[config.mk]
export PLATFORM = sky130hd
export DESIGN_NAME = sqrt_pipe_tail
export DESIGN_NICKNAME = d
export VERILOG_FILES = /design/src/rtl/sqrt_pkg.sv /design/src/rtl/sqrt_tail_fifo.sv /design/src/rtl/sqrt_pipe_tail.sv
export SDC_FILE = /design/constraint.sdc
export NUM_CORES = 1
export LEC_CHECK = 0
export ABC_AREA = 1
export BUFFER_PORTS_ARGS = -buffer_cell sky130_fd_sc_hd__buf_2
export CAP_MARGIN = 20
export CORE_UTILIZATION = 57
export CTS_CLUSTER_SIZE = 40
export DETAILED_ROUTE_END_ITERATION = 8
export GPL_TIMING_DRIVEN = 0
export PLACE_DENSITY = 0.89
export SLEW_MARGIN = 0
export SYNTH_ARGS = -nofsm -noshare
export SYNTH_HDL_FRONTEND = slang
export SYNTH_SLANG_ARGS = --single-unit
[constraint.sdc]
create_clock -name clk -period 4.4 [get_ports clk]
set_clock_uncertainty 0.1 [all_clocks]
set_input_delay 1.1 -clock clk [delete_from_list [all_inputs] [get_ports clk]]
set_output_delay 1.1 -clock clk [all_outputs]
set_load 0.02 [all_outputs]
[src/rtl/sqrt_pkg.sv]
// Shared widths, result record and the high-byte add for the sqrt pipeline tail.
package sqrt_pkg;

    localparam int SUM_LOW_W = 9;
    localparam int HALF_W    = 8;
    localparam int RES_W     = 18;

    typedef struct packed {
        logic [RES_W-1:0] sum;
        logic             n;
        logic             n2;
    } sqrt_res_t;

    // 8+8+1 bit add widened to 9 bits so 255+255+1 keeps its carry
    function automatic logic [SUM_LOW_W-1:0] high_add(
        input logic [HALF_W-1:0] a,
        input logic [HALF_W-1:0] b,
        input logic              co
    );
        return {1'b0, a} + {1'b0, b} + {{HALF_W{1'b0}}, co};
    endfunction

endpackage

[src/rtl/sqrt_tail_fifo.sv]
// DEPTH-entry result FIFO (power-of-two depth) with read/write pointers and occupancy count.
module sqrt_tail_fifo
    import sqrt_pkg::*;
#(
    parameter int DEPTH = 2
) (
    input  logic      clk,
    input  logic      rst_n,
    input  logic      push,
    input  logic      pop,
    input  sqrt_res_t wr_data,
    output sqrt_res_t rd_data,
    output logic      full,
    output logic      empty
);

    localparam int PTR_W = (DEPTH > 1) ? $clog2(DEPTH) : 1;
    localparam int CNT_W = $clog2(DEPTH + 1);

    sqrt_res_t        entry_reg [DEPTH];
    logic [PTR_W-1:0] wr_ptr_reg;
    logic [PTR_W-1:0] rd_ptr_reg;
    logic [CNT_W-1:0] count_reg;
    logic [CNT_W-1:0] count_next;

    always_comb begin
        count_next = count_reg;
        case ({push, pop})
            2'b10:   count_next = count_reg + CNT_W'(1);
            2'b01:   count_next = count_reg - CNT_W'(1);
            default: count_next = count_reg;
        endcase
    end

    // Power-of-two depth lets the pointers wrap by plain overflow
    always_ff @(posedge clk or negedge rst_n) begin
        if (!rst_n) begin
            wr_ptr_reg <= '0;
            rd_ptr_reg <= '0;
            count_reg  <= '0;
            for (int i = 0; i < DEPTH; i++) begin
                entry_reg[i] <= '0;
            end
        end else begin
            count_reg <= count_next;
            if (push) begin
                entry_reg[wr_ptr_reg] <= wr_data;
                wr_ptr_reg            <= wr_ptr_reg + PTR_W'(1);
            end
            if (pop) begin
                rd_ptr_reg <= rd_ptr_reg + PTR_W'(1);
            end
        end
    end

    assign rd_data = entry_reg[rd_ptr_reg];
    assign full    = (count_reg == CNT_W'(DEPTH));
    assign empty   = (count_reg == '0);

endmodule

[src/rtl/sqrt_pipe_tail.sv]
// Tail of the sqrt pipeline: finishes the split high add, queues results, back-pressures upstream.
// Optional stalled-offer counter enabled by defining SQRT_TAIL_STALL_STATS_EN.
module sqrt_pipe_tail
    import sqrt_pkg::*;
#(
    parameter int DEPTH = 2
) (
    input  logic                 clk,
    input  logic                 rst_n,
    input  logic                 ready_i,
    output logic                 en_pipe_o,
    input  logic                 N_i,
    input  logic                 N2_i,
    input  logic [SUM_LOW_W-1:0] sum_low_i,
    input  logic                 Co_i,
    input  logic [HALF_W-1:0]    A_high_i,
    input  logic [HALF_W-1:0]    B_high_i,
    output logic                 res_valid_o,
    input  logic                 res_ready_i,
    output logic [RES_W-1:0]     res_sum_o,
    output logic                 res_N_o,
    output logic                 res_N2_o,
    output logic                 res_zero_o,
    output logic [15:0]          stall_cnt_o
);

    logic      fifo_full;
    logic      fifo_empty;
    logic      push;
    logic      pop;
    sqrt_res_t wr_data;
    sqrt_res_t rd_data;

    // Flow control comes only from registered occupancy, never from the ready inputs
    assign en_pipe_o   = ~fifo_full;
    assign res_valid_o = ~fifo_empty;
    assign push        = ready_i & en_pipe_o;
    assign pop         = res_valid_o & res_ready_i;

    assign wr_data.sum = {high_add(A_high_i, B_high_i, Co_i), sum_low_i};
    assign wr_data.n   = N_i;
    assign wr_data.n2  = N2_i;

    sqrt_tail_fifo #(
        .DEPTH (DEPTH)
    ) u_fifo (
        .clk     (clk),
        .rst_n   (rst_n),
        .push    (push),
        .pop     (pop),
        .wr_data (wr_data),
        .rd_data (rd_data),
        .full    (fifo_full),
        .empty   (fifo_empty)
    );

    assign res_sum_o  = rd_data.sum;
    assign res_N_o    = rd_data.n;
    assign res_N2_o   = rd_data.n2;
    assign res_zero_o = (rd_data.sum == '0);

`ifdef SQRT_TAIL_STALL_STATS_EN
    logic [15:0] stall_cnt_reg;

    // Counts offers refused while full; saturates rather than wrapping
    always_ff @(posedge clk or negedge rst_n) begin
        if (!rst_n) begin
            stall_cnt_reg <= '0;
        end else if (ready_i && !en_pipe_o && (stall_cnt_reg != 16'hFFFF)) begin
            stall_cnt_reg <= stall_cnt_reg + 16'd1;
        end
    end

    assign stall_cnt_o = stall_cnt_reg;
`else
    assign stall_cnt_o = 16'h0000;
`endif

endmodule

==> impl_metrics.ini <==
[synth]
synth_compound_area_frac = 0.0761
async_flop_share = 1.00
synth_fa_ha_area_frac = 0.0526
synthSimpleGateAreaFrac = 0.292
synthMuxAreaShare = 0
mappedNetlistArea_um2 = 2660
synth_top_family_by_area = simple AND/OR/NAND/NOR gates
yosysMostFrequentCell = nand2_1
yosysSeqAreaShare = 0.413
synth_cell_type_count = 31
ys.flop_type = dfrtp_1
ys_ff_latch = 44
syn_area_per_cell_um2 = 7.68
synth_area_leader_cell = dfrtp_1
synthTopCellsByArea = dfrtp_1 (41%), nand2_1 (19%), inv_1 (6.3%), buf_4 (5.1%), o21ai_0 (4.7%)
synth_top_area_share = 0.413
yosysWarnings = 0
synth_edf_count = 0
synth-xor-area-share = 0.0132
syn_inst = 347
yosys-top-cells-count = nand2_1 (136), inv_1 (45), dfrtp_1 (44)

[sta]
period_share = 0.673
hold_violations = 0
tightest_slew_ps = 936
fmax_mhz = 338
slew_viol_final = 0
slew_headroom = 0.376
tns_ps = 0
finalCriticalPeriod_ps = 2960
setup_viol = 0
rsz0062_at_grt = no

[worst_setup_path]
reg2reg_setup_slack_ps = 2760
crit_type = register to output pin
endpoint_kind = output pin
crit_chain = buf_6 -> buf_6 -> o21ai_0 -> nand2_1 -> nor2_1 -> nand3_1 -> nor2_1 -> buf_2
start_kind = register
worst_path_max_delay_cell = dfrtp_1
max_stage_delay_ps = 370
crit_arrival_ps = 1760
worstPathRequired_ps = 3200
cp_max_fo = 10

[cts]
cts_sinks = 44
clock_path_buffers = 2
cts_tree = yes
ctsResizeCount = 0
clk_pin_slew_ps = 70
cts_root_buf = clkbuf_8
numCtsBuffers = 5
cts_max_level = 2
hold_buffers = 0
post-cts-setup-buffers = 0
clk_latency_ps = 300

[floorplanning]
io_pins = 71
die_y_um = 70.4
row_count = 24
start_util = 0.603
core-area_um2 = 4410
die_area_um2 = 4950
die_w_um = 70.4

[pwr]
powerDensity_nw_per_um2 = 680
p_leak_uw = 0.00185
vdd_drop_max_mv = 0.226

[place]
dp_hpwl_um = 4040
portBuffers = 54
gp_congestion = 0.828

[final_layout]
diodes = 0
nNetsFinal = 465
fill_cells = 364
post-route-util = 0.713
layout-drive-gt1-share = 0.241
largest_reg_flops = 40
syn2layout_area_growth_pct = 18.2

[grt]
gr-usage-all-layers = 0.232
grt_max_degree = 45
grt.overflow.total = 0
grt_pass1_vias = 2163
grt_pass1_wl_um = 9010
antenna_found_initial = 0

[routing]
drtIter0Drc = 144
dr.pass1.iters = 4
vias = 2256
route.detailed.drc = 0
vias_per_cell = 4.74
wl_per_cell_um = 11.1
routed_wl_um = 5270
drtAntennaViolNets = 0

[outcome]
outcome = complete, no violations

[min_path]
hp-class = register to register

[flow_run]
maxCapViolCount = 0
final timing paths:
path | start | end | depth (start not counted)
worst max register to register | u_fifo.count_reg[1] | u_fifo.count_reg[1] | 8
worst max-delay path | u_fifo.rd_ptr_reg | res_zero_o | 8
worst min register to register | u_fifo.entry_reg[31] | u_fifo.entry_reg[31] | 2
worst min-delay path | u_fifo.entry_reg[31] | u_fifo.entry_reg[31] | 2
min in group asynchronous | rst_n | u_fifo.count_reg[0] | 1
max in group asynchronous | rst_n | u_fifo.entry_reg[24] | 1
power by group:
group / internal (µW) / total, µW / switching [µW] / leakage [µW]
registers: 601 / 698 / 97.3 / 0.000542
logic: 426 / 1180 / 759 / 0.00126
clock network: 125 / 259 / 134 / 0.0000510
total: 1150 / 2140 / 990 / 0.00185
worst max-delay path: cells and delay by family (launching register included):
kind                   cells  cell delay (ps)
and+or+nand+nor            4              410
buffers and inverters      3              450
AOI/OAI and AO/OA          1              240
DFF                        1              370
per-stage QoR:
step	hold slack, ps	instance area, µm²	power (µW)	std cells	worst slack, ps
after floorplan	337	2720	1560	362	1710
after global placement	349	3060	1850	468	1570
after detailed placement	353	3060	1890	468	1550
after CTS	372	3150	2150	476	1420
after global routing	384	3150	2320	476	1230
final	372	3150	2140	476	1440
metal layers:
metal | track usage | routed length (µm)
met5 | 0 | 0
met4 | 0.122 | 91
met3 | 0.0534 | 273
met2 | 0.396 | 2650
met1 | 0.269 | 2260
placed cells by master (no fill, tap or decap), types with 2 or more instances in the layout:
cell / count
inv_1: 45
nand3_2: 5
conb_1: 16
o21a_1: 2
buf_6: 3
a21oi_1: 4
fa_1: 2
clkinv_2: 2
inv_2: 3
dfrtp_1: 44
buf_4: 18
xnor2_1: 2
or2_1: 2
ha_1: 8
xor2_1: 2
and2_1: 2
nand3b_1: 2
o21ai_1: 7
o21ai_0: 25
nor2_1: 10
nand2_1: 136
nand3_1: 11
clkbuf_8: 6
nor2_8: 2
buf_2: 57
logic make-up (layout without fill, tap and decap cells):
logic type                 Yosys count  after routing
adders and majority gates           10             10
DFF                                 44             44
other                                1             16
buffers and inverters               75            137
AOI/OAI and AO/OA                   39             39
and+or+nand+nor                    174            174
xor gates and xnor gates             4              4
area by class of cell:
cell class,count,area [µm²],share of cell area
buffer,27,224,0.0711
clock buffer,6,82.6,0.0262
clock inverter,2,10.0,0.00318
inverter,48,180,0.0572
multi-input combinational,243,1210,0.386
sequential,44,1100,0.350
tap,52,65.1,0.0207
timing repair buffer,54,270,0.0859
Power figures use the tool's default switching activity.
